--- config.mk ---
export PLATFORM = sky130hd
export DESIGN_NAME = ila_trigger
export DESIGN_NICKNAME = d
export VERILOG_FILES = /design/src/rtl/ila_trigger.sv
export SDC_FILE = /design/constraint.sdc
export NUM_CORES = 1
export LEC_CHECK = 0
export CORE_ASPECT_RATIO = 0.6
export CORE_MARGIN = 2
export CORE_UTILIZATION = 55
export CTS_CLUSTER_DIAMETER = 100
export CTS_CLUSTER_SIZE = 8
export DETAILED_ROUTE_END_ITERATION = 12
export PLACE_DENSITY_LB_ADDON = 0.3
export SYNTH_ARGS = -nofsm -noshare
export SYNTH_HDL_FRONTEND = slang
export SYNTH_SLANG_ARGS = --single-unit
--- constraint.sdc ---
create_clock -name clk -period 5.16 [get_ports clk]
set_clock_uncertainty 0.2 [all_clocks]
set_input_delay 0.774 -clock clk [delete_from_list [all_inputs] [get_ports clk]]
set_output_delay 0.774 -clock clk [all_outputs]
set_load 0.005 [all_outputs]
--- src/rtl/ila_trigger.sv ---
// ila_trigger: two-condition mask/match/edge trigger sequencer with an occurrence counter, feeding an ILA.
// Optional STAGE1 timeout window is compiled in when ILA_TRIG_TIMEOUT_EN is defined.
`default_nettype none

package reg_map_pkg;
    localparam logic [31:0] R_ILA_TRIG_CTRL   = 32'h0000_0000;
    localparam logic [31:0] R_ILA_TRIG_MATCH0 = 32'h0000_0004;
    localparam logic [31:0] R_ILA_TRIG_MASK0  = 32'h0000_0008;
    localparam logic [31:0] R_ILA_TRIG_EDGE0  = 32'h0000_000C;
    localparam logic [31:0] R_ILA_TRIG_MATCH1 = 32'h0000_0010;
    localparam logic [31:0] R_ILA_TRIG_MASK1  = 32'h0000_0014;
    localparam logic [31:0] R_ILA_TRIG_EDGE1  = 32'h0000_0018;
    localparam logic [31:0] R_ILA_TRIG_COUNT  = 32'h0000_001C;
    localparam logic [31:0] R_ILA_TRIG_WINDOW = 32'h0000_0020;
endpackage

module ila_trigger #(
    parameter int WIDTH = 32
) (
    input  logic             clk,
    input  logic             rst,
    input  logic [WIDTH-1:0] sample_in,
    output logic [WIDTH-1:0] sample_out,
    output logic             trigger_out,
    input  logic [31:0]      bus_addr,
    input  logic             bus_wen,
    input  logic             bus_ren,
    input  logic [31:0]      bus_wdata,
    output logic [31:0]      bus_rdata
);
    import reg_map_pkg::*;

    typedef enum logic [1:0] {
        S_IDLE   = 2'd0,
        S_STAGE0 = 2'd1,
        S_STAGE1 = 2'd2,
        S_FIRED  = 2'd3
    } state_t;

    state_t           r_state, w_state_nxt;
    logic             r_seq_en;
    logic [WIDTH-1:0] r_match0, r_mask0, r_edge0;
    logic [WIDTH-1:0] r_match1, r_mask1, r_edge1;
    logic [15:0]      r_target;
    logic [15:0]      r_cnt, w_cnt_nxt;
    logic [WIDTH-1:0] r_prev_sample;
    logic             r_prev_valid;
    logic             w_fire;
`ifdef ILA_TRIG_TIMEOUT_EN
    logic [15:0]      r_window;
    logic [15:0]      r_tmo, w_tmo_nxt;
`endif

    logic w_ctrl_wr;
    logic w_hit0, w_hit1;
    logic w_edge0_ok, w_edge1_ok;
    logic [16:0] w_cnt_inc;
    logic [15:0] w_tgt_eff;
    logic w_reach;
    logic w_unused_ok;

    assign w_unused_ok = &{1'b0, bus_ren, bus_wdata};
    assign w_ctrl_wr   = bus_wen && (bus_addr == R_ILA_TRIG_CTRL);

    // Edge bits demand a toggle against a valid previous sample; the match term picks the direction.
    assign w_edge0_ok = (r_edge0 == '0) ||
                        (r_prev_valid && (((sample_in ^ r_prev_sample) & r_edge0) == r_edge0));
    assign w_edge1_ok = (r_edge1 == '0) ||
                        (r_prev_valid && (((sample_in ^ r_prev_sample) & r_edge1) == r_edge1));
    assign w_hit0 = (((sample_in ^ r_match0) & r_mask0) == '0) && w_edge0_ok;
    assign w_hit1 = (((sample_in ^ r_match1) & r_mask1) == '0) && w_edge1_ok;

    assign w_cnt_inc = {1'b0, r_cnt} + 17'd1;
    assign w_tgt_eff = (r_target == 16'd0) ? 16'd1 : r_target;
    assign w_reach   = (w_cnt_inc >= {1'b0, w_tgt_eff});

    always_ff @(posedge clk) begin
        if (rst) begin
            r_seq_en <= 1'b0;
            r_match0 <= '0;
            r_mask0  <= '0;
            r_edge0  <= '0;
            r_match1 <= '0;
            r_mask1  <= '0;
            r_edge1  <= '0;
            r_target <= 16'd0;
`ifdef ILA_TRIG_TIMEOUT_EN
            r_window <= 16'd0;
`endif
        end else if (bus_wen) begin
            case (bus_addr)
                R_ILA_TRIG_CTRL:   r_seq_en <= bus_wdata[1];
                R_ILA_TRIG_MATCH0: r_match0 <= bus_wdata[WIDTH-1:0];
                R_ILA_TRIG_MASK0:  r_mask0  <= bus_wdata[WIDTH-1:0];
                R_ILA_TRIG_EDGE0:  r_edge0  <= bus_wdata[WIDTH-1:0];
                R_ILA_TRIG_MATCH1: r_match1 <= bus_wdata[WIDTH-1:0];
                R_ILA_TRIG_MASK1:  r_mask1  <= bus_wdata[WIDTH-1:0];
                R_ILA_TRIG_EDGE1:  r_edge1  <= bus_wdata[WIDTH-1:0];
                R_ILA_TRIG_COUNT:  r_target <= bus_wdata[15:0];
`ifdef ILA_TRIG_TIMEOUT_EN
                R_ILA_TRIG_WINDOW: r_window <= bus_wdata[15:0];
`endif
                default: ;
            endcase
        end
    end

    always_ff @(posedge clk) begin
        if (rst) begin
            r_state       <= S_IDLE;
            r_cnt         <= 16'd0;
            r_prev_sample <= '0;
            r_prev_valid  <= 1'b0;
            sample_out    <= '0;
            trigger_out   <= 1'b0;
`ifdef ILA_TRIG_TIMEOUT_EN
            r_tmo         <= 16'd0;
`endif
        end else begin
            r_state       <= w_state_nxt;
            r_cnt         <= w_cnt_nxt;
            r_prev_sample <= sample_in;
            r_prev_valid  <= !w_ctrl_wr;
            sample_out    <= sample_in;
            trigger_out   <= w_fire;
`ifdef ILA_TRIG_TIMEOUT_EN
            r_tmo         <= w_tmo_nxt;
`endif
        end
    end

    always_comb begin
        w_state_nxt = r_state;
        w_cnt_nxt   = r_cnt;
        w_fire      = 1'b0;
`ifdef ILA_TRIG_TIMEOUT_EN
        w_tmo_nxt   = r_tmo;
`endif
        if (w_ctrl_wr) begin
            if (bus_wdata[0]) begin
                w_state_nxt = S_STAGE0;
                w_cnt_nxt   = 16'd0;
            end else begin
                w_state_nxt = S_IDLE;
            end
        end else begin
            case (r_state)
                S_STAGE0: begin
                    if (w_hit0) begin
                        if (w_reach) begin
                            if (r_seq_en) begin
                                w_state_nxt = S_STAGE1;
`ifdef ILA_TRIG_TIMEOUT_EN
                                w_tmo_nxt   = r_window;
`endif
                            end else begin
                                w_state_nxt = S_FIRED;
                                w_fire      = 1'b1;
                            end
                        end else begin
                            w_cnt_nxt = w_cnt_inc[16] ? 16'hFFFF : w_cnt_inc[15:0];
                        end
                    end
                end
                S_STAGE1: begin
                    if (w_hit1) begin
                        w_state_nxt = S_FIRED;
                        w_fire      = 1'b1;
                    end
`ifdef ILA_TRIG_TIMEOUT_EN
                    // A loaded window of 0 never expires.
                    else if (r_tmo != 16'd0) begin
                        if (r_tmo == 16'd1) begin
                            w_state_nxt = S_STAGE0;
                            w_cnt_nxt   = 16'd0;
                            w_tmo_nxt   = 16'd0;
                        end else begin
                            w_tmo_nxt = r_tmo - 16'd1;
                        end
                    end
`endif
                end
                default: ;
            endcase
        end
    end

    always_comb begin
        bus_rdata = 32'd0;
        case (bus_addr)
            R_ILA_TRIG_CTRL:   bus_rdata = {28'd0, r_state, r_seq_en,
                                            (r_state == S_STAGE0) || (r_state == S_STAGE1)};
            R_ILA_TRIG_MATCH0: bus_rdata = 32'(r_match0);
            R_ILA_TRIG_MASK0:  bus_rdata = 32'(r_mask0);
            R_ILA_TRIG_EDGE0:  bus_rdata = 32'(r_edge0);
            R_ILA_TRIG_MATCH1: bus_rdata = 32'(r_match1);
            R_ILA_TRIG_MASK1:  bus_rdata = 32'(r_mask1);
            R_ILA_TRIG_EDGE1:  bus_rdata = 32'(r_edge1);
            R_ILA_TRIG_COUNT:  bus_rdata = {r_cnt, r_target};
`ifdef ILA_TRIG_TIMEOUT_EN
            R_ILA_TRIG_WINDOW: bus_rdata = {16'd0, r_window};
`endif
            default: ;
        endcase
    end

endmodule

`default_nettype wire

-- Yosys cells after proc, flatten, opt, wreduce, memory -nomap -nowiden
Index checks and enable logic that the tools add are counted.
- flip-flop bits (word level): 261
- logic and storage cells: 87
- add/subtract/negate cells: 1
- order comparisons: 1
- equality and inequality tests: 16
- mux-type cells: 20
- bitwise logic cells: 7
- reduce and logical (&&, ||, !) cells: 29
- operator list (operator ; number):
    case mux 32 bit (8 select lines) ; 1
    zero test 32 bit ; 5
    bitwise AND 32 bit ; 4
    equality test 32 x 5 -> 1 bit (second input constant) ; 4
    2-to-1 mux 16 bit ; 7
    XOR 32 bit ; 3
    equality test 32 bit ; 2
    equality test 32 x 4 -> 1 bit (second input constant) ; 2
    equality test 32 x 3 -> 1 bit (second input constant) ; 1
    adder 16 x 1 -> 17 bit (second input constant) ; 1
    greater-or-equal comparator 17 x 16 -> 1 bit ; 1
    zero test 16 bit ; 1
    AND reduction 2 bit ; 8
    != test 3 bit (second input constant) ; 3
    2-to-1 mux 2 bit ; 4
    AND reduction 4 bit ; 2
    2-to-1 mux 1 bit ; 6
    logical AND 1 bit ; 5
    != test 2 bit (second input constant) ; 2
    case mux 2 bit (2 select lines) ; 1
    nonzero test 2 bit ; 2
    logical OR 1 bit ; 3
    nonzero test 3 bit ; 1
    equality test 2 x 1 -> 1 bit (second input constant) ; 1
    4 further kinds ; 4

-- Logic depth before layout (Yosys ltp)
- depth in word-level cells: 9
- gate-level depth with buffers: 16
- gate-level depth less buffers: 15

-- Worst setup path after synthesis
No wires, ideal clock.
- path kind: reg-to-reg
- start point: reg r_cnt[2]
- end point: reg r_cnt[8]
- setup time: 0.083 ns
- data arrival time: 3.674 ns
- data required time: 4.877 ns
- slack: 1.203 ns
- cell stages (with the launch flop): 16
- buffers on the path: 1
- path through: dfxtp_1 nand3_1 or3_1 nor2_1 and3_1 nand3_1 xnor2_1 ha_1 and3_1 o31ai_1 or4_1 o211ai_2 nor4_4 a211o_1 buf_4 o221ai_1
- word-level cells in the longest chain between the ends: 6
- RTL lines (element ; line ; RTL):
    from (decl) ; 45 ; logic [15:0] r_cnt, w_cnt_nxt;
    from (signal assigned) ; 121 ; r_cnt <= w_cnt_nxt;
    adder 16 x 1 -> 17 bit * ; 73 ; assign w_cnt_inc = {1'b0, r_cnt} + 17'd1;
    parallel branches: the longest is 5 deep, another holds greater-or-equal comparator 17 x 16 -> 1 bit ; n/a ;
Every way passes the cells marked *. The select of a mux whose other input is x is not followed.
A chain may end at the register's enable or synchronous reset.

-- Final worst setup path
- start point: in bus_addr[9]
- end point: out bus_rdata[3]
- word-level cells in the longest chain between the ends: 2
- RTL lines (element ; line ; RTL):
    from (decl) ; 25 ; input logic [31:0] bus_addr,
    equality test 32 x 5 -> 1 bit, or another cell as far along ; 190 ; case (bus_addr)
    case mux 32 bit (8 select lines) * ; 190 ;
    to (decl) ; 29 ; output logic [31:0] bus_rdata
Mark *: on every way between the ends. The rest lies on a longest branch, timed or not.

==> metrics.yaml <==
overflow: 0
switching_share_pct: 24.0
setup_ws_ns: 0.196
synth_seq_area_share_pct: 41.1
switchingPower_mw: 1.11
nNetsFinal: 1864
hold_violations: 0
max_cap_violations: 0
rows: 43
clkPwrFrac_pct: 47.8
synth.top_cell.area_share_pct: 41.1
pre_cts_slack_ns: 0.347
status: "finished clean"
grt_pass1_vias: 12505
slew_viol_final: 0
hold_depth: 2
vdd_drop_max_uv: 216
cts_hold_buf: 0
cts_tree: "yes"
die_w_microns: 200
cts_buffers: 38
rsz0062_at_grt: "no"
pwr-share-comb_pct: 7.7
fmax_ghz: 0.201
num_io_pins: 165
hpwl_microns: 38700
p_leak_nw: 5.38
final_cell_mix: "nand2_1 (452), dfxtp_1 (261), a21oi_1 (229), clkdlybuf4s50_1 (162), a22oi_1 (85)"
worstPathRequired_ns: 4.19
total_power_mw: 4.62
ys.flop_type: "dfxtp_1"
cts-root-buf: "clkbuf_16"
crit_top_cell: "clkdlybuf4s50_1"
start_util_pct: 55.5
drt_iter0_drc: 2364
setup_viol: 0
power_frac_seq_pct: 44.5
clock_path_buffers: 3
synth.distinct_cells: 61
drc: 0
post_drt_wl_per_cell_microns: 26.2
start_kind: "primary input"
wirelength_microns: 54000
fp.dieH_microns: 122
ys_ff_latch: 261
grt_usage_pct: 43.5
core_area_sq_um: 22900
crit_type: "primary input to output pin"
firstDrtPassIters: 7
layout-drive-gt1-share_pct: 6.41
gp_congestion: 1.07
synthCells: 1607
syn_area_sq_um: 12700
clock_latency_ns: 0.53
finalInstanceArea_sq_um: 15700
drtAntennaViolNets: 0
synth_area_per_cell_sq_um: 7.90
fin_tns_setup_ns: 0
cts_setup_buffers: 0
p_per_area_nw_per_um2: 295
reg2regPathDepth: 13
synth-edff-count: 0
port_buffers: 163
hold_class: "flop to flop"
grt_pass1_wl_microns: 79100
vias_per_cell: 6.69
path_max_fanout: 17
arrival_ns: 3.99
async_flop_share_pct: 0
layout_commonest_cell: "nand2_1"
grt_max_degree: 96
ys.warnings.count: 0
cp-end-kind: "output pin"
synthesis.nets: 1726
synth_top_area_cell: "dfxtp_1"
die-area_sq_um: 24400
layout.cells.non_filler: 2062
ctsResizeCount: 0
synthTopCellsByArea: "dfxtp_1 (41%), nand2_1 (13%), a21oi_1 (9.0%)"
via_count: 13797
slowest_delay_ns: 0.59
syn_to_final_growth_pct: 23.2
placed_cells: 2020
antenna_found_initial: 4
finalCriticalPeriod_ns: 4.96
clk_pin_slew_ns: 0.05
worst_pin_slew_ns: 0.997
placed_area_sq_um: 14700
maxSlewHeadroom_pct: 33.5
critPathSlowestCell: "nor3_1"
timing.final.crit_share_pct: 96.2
cts.sinks: 261
intPower_mw: 3.51
cts_max_level: 2
worstPathCellList: "clkdlybuf4s50_1 -> nor4_1 -> nand4_1 -> nor3_1 -> and2_1 -> buf_4 -> a22o_1 -> a221oi_1 -> nand3_1 -> clkdlybuf4s50_1"
-- cell type report --
| class | count | area (sq um) |
|---|---|---|
| Tap cell | 315 | 394 |
| Antenna cell | 1 | 2.50 |
| Clock inverter | 2 | 13.8 |
| Multi-Input combinational cell | 1206 | 6940 |
| Fill cell | 1894 | 7210 |
| Inverter | 32 | 120 |
| Timing Repair Buffer | 206 | 1980 |
| Clock buffer | 39 | 976 |
| Sequential cell | 261 | 5230 |
-- synthesized netlist by cell type, drive strengths merged (2+ instances only) --
master	instances
nand2	452
dfxtp	261
a21oi	229
clkbuf	98
a22oi	85
xor2	65
xnor2	44
nand3	35
nor2b	34
inv	32
a222oi	31
nor4	31
nor2	29
nand4	22
ha	19
a221oi	14
a22o	14
o21ai	12
o211ai	11
and3	10
buf	10
and2	9
o221ai	9
nor3	7
mux2i	6
or3	6
mux2	4
a211oi	3
nand2b	3
o22ai	3
a31oi	2
o31ai	2
or4	2
-- state kept, by name, summed over array words and instances, names as in the netlist, 2 cells and up --
name,flops
r_cnt,16
r_edge0,32
r_edge1,32
r_mask0,32
r_mask1,32
r_match0,32
r_match1,32
r_prev_sample,32
r_state,2
r_target,16
-- final timing paths --
check	startpoint	endpoint	slack, ns
setup reg to reg	r_cnt[1]	r_cnt[7]	0.46
hold reg to reg	r_match0[27]	r_match0[27]	0.28
setup / recovery	bus_addr[9]	bus_rdata[3]	0.20
hold / removal	r_match0[27]	r_match0[27]	0.28
-- power groups by stage --
stage	Clock, mW	Combinational, mW	Sequential (mW)
after floorplan	0	0.127	2.09
after global placement	0	0.337	2.09
after detailed placement	0	0.338	2.09
after CTS	2.19	0.340	2.05
after global routing	2.29	0.364	2.05
final	2.21	0.355	2.05
-- worst max-delay path: cells and delay by family --
family	cells	cell delay, ns
and+or+nand+nor	5	1.67
buffers and inverters	3	1.29
AOI/OAI and AO/OA	2	0.25
-- per-stage QoR --
stage | utilization [%] | hold WS (ns)
finish | 68.5 | 0.282
global route | 68.4 | 0.301
CTS | 68.4 | 0.276
detailed placement | 64.1 | 0.270
global placement | 64.1 | 0.261
floorplan | - | 0.248
-- routing by layer --
metal	global-route usage, %	wire length, microns
met3	18.5	9230
met4	17.1	2190
met5	0	58
met1	58.8	21000
met2	60.9	21500
-- cells by family (layout without fill, tap and decap cells) --
logic type      Yosys count  in the layout  share of synthesized area (%)
fa+ha+maj                19             19                           1.87
buf+inv                 140            279                           4.30
flops                   261            261                           41.1
other cells               0              1                              0
compound gates          422            422                           21.8
xor+xnor                109            109                           7.52
mux                      10             10                          0.827
simple gates            646            646                           22.6
(Power assumes the default switching activity.)
==> edit, RTL diff (same settings) <==
Take the reset off `r_prev_sample` and load it in a clocked block of its own.
--- a/src/rtl/ila_trigger.sv
+++ b/src/rtl/ila_trigger.sv
@@ -109,7 +109,6 @@
         if (rst) begin
             r_state       <= S_IDLE;
             r_cnt         <= 16'd0;
-            r_prev_sample <= '0;
             r_prev_valid  <= 1'b0;
             sample_out    <= '0;
             trigger_out   <= 1'b0;
@@ -119,7 +118,6 @@
         end else begin
             r_state       <= w_state_nxt;
             r_cnt         <= w_cnt_nxt;
-            r_prev_sample <= sample_in;
             r_prev_valid  <= !w_ctrl_wr;
             sample_out    <= sample_in;
             trigger_out   <= w_fire;
@@ -127,6 +125,10 @@
             r_tmo         <= w_tmo_nxt;
 `endif
         end
+    end
+
+    always_ff @(posedge clk) begin
+        r_prev_sample <= sample_in;
     end
 
     always_comb begin
Behaviour: no difference found for any inputs over 4 cycles, from zero or initial values and one cycle with rst high; that may be too few to reach the edited logic, so the function may still have changed.
==> edit against the original RTL <==
- sequential cell count is 32 higher
- cell area is 6.5% higher
- routed wire length is 11% higher
- sequential share of layout area is 1.8 points higher
- synthesized area is 6.3% higher
- power is 12% higher
- sequential power is 13% higher
- clock power is 13% higher
- worst setup slack better by 170 ps
- critical path depth is 5 higher
==> edit: results (changes against the original RTL) <==
Drt pass-1 iters - 9 (+2)
Worst hold endpoint - r_mask0[29]
Mux contribution to synthesized area - 1.714% (+0.89 points)
Yosys reg bits - 293 (+12%)
CP arrival - 5020 ps (+1030 ps)
Reg2Reg Depth - 15 (+2)
PwrDens - 310.1 mW/mm² (+5.1%)
Cts bufs inserted - 42 (+11%)
Crit-path slowest cell - dfxtp_1
Met3 GRT Util - 18.12% (-0.39 points)
Routed wire per std cell - 28.05 µm (+7.1%)
Peak supply drop - 0.2330 mV (+7.7%)
Routed met2 length - 22870 µm (+6.2%)
Vias - 14220 (+3.1%)
Status - completed
Placed Area - 0.01554 mm² (+6.0%)
Reg-to-Reg End - r_cnt[8]
Crit Path Category - flip-flop to flip-flop
Grt met2 use - 61.39% (+0.52 points)
Hold path start - r_mask0[29]
Final nets - 1926 (+3.3%)
Avg Inst Size Synth - 8.139 µm² (+3.0%)
Part of the cycle the worst path needs - 92.92% (-3.3 points)
Layout fillers - 1900 (+0.32%)
CP Launch Point - r_cnt[0]
Number of global-route vias before repair - 13260 (+6.1%)
Slew HR - 25.99% (-7.5 points)
Largest net degree at the start of global routing - 132 (+38%)
Reg2reg setup slack - 370 ps (-90 ps)
GPL Wtd Cong - 1.015 (-4.7%)
HPWL Detailed - 43270 µm (+12%)
Placed cell count - 2085 (+3.2%)
Post-Synth XOR/XNOR Area - 6.746% (-0.77 points)
Leakage - 6.034 nW (+12%)
Metal3 WL - 10660 µm (+15%)
Met1 GRT Util - 65.64% (+6.8 points)
==> edit: cell count changes in the layout (fill, tap and decap cells not counted), moves of 10 or more <==
cell and change:
dfxtp_1 +32, a21oi_1 -10, nor2b_1 +10, a22oi_1 +15
==> edit: cells by family (layout without fill, tap and decap cells) <==
family | Yosys count | in the layout
xor+xnor | 104 | 104
compound gates | 430 | 430
simple gates | 659 | 659
flops | 293 | 293
mux | 22 | 22
fa+ha+maj | 19 | 19
buf+inv | 132 | 282
==> edit: final cells by class <==
cell class / count / share of cell area, %
Multi-Input combinational cell: 1234 / 42.56
Clock inverter: 1 / 0.03002
Clock buffer: 45 / 6.754
Tap cell: 322 / 2.417
Sequential cell: 293 / 35.18
Inverter: 23 / 0.5178
Timing Repair Buffer: 213 / 12.54
==> edit: power by group <==
group          leakage, nW  switching, mW  internal (mW)
sequential            2.38         0.0143           2.30
combinational         3.10          0.218          0.148
clock                0.558          0.976           1.51
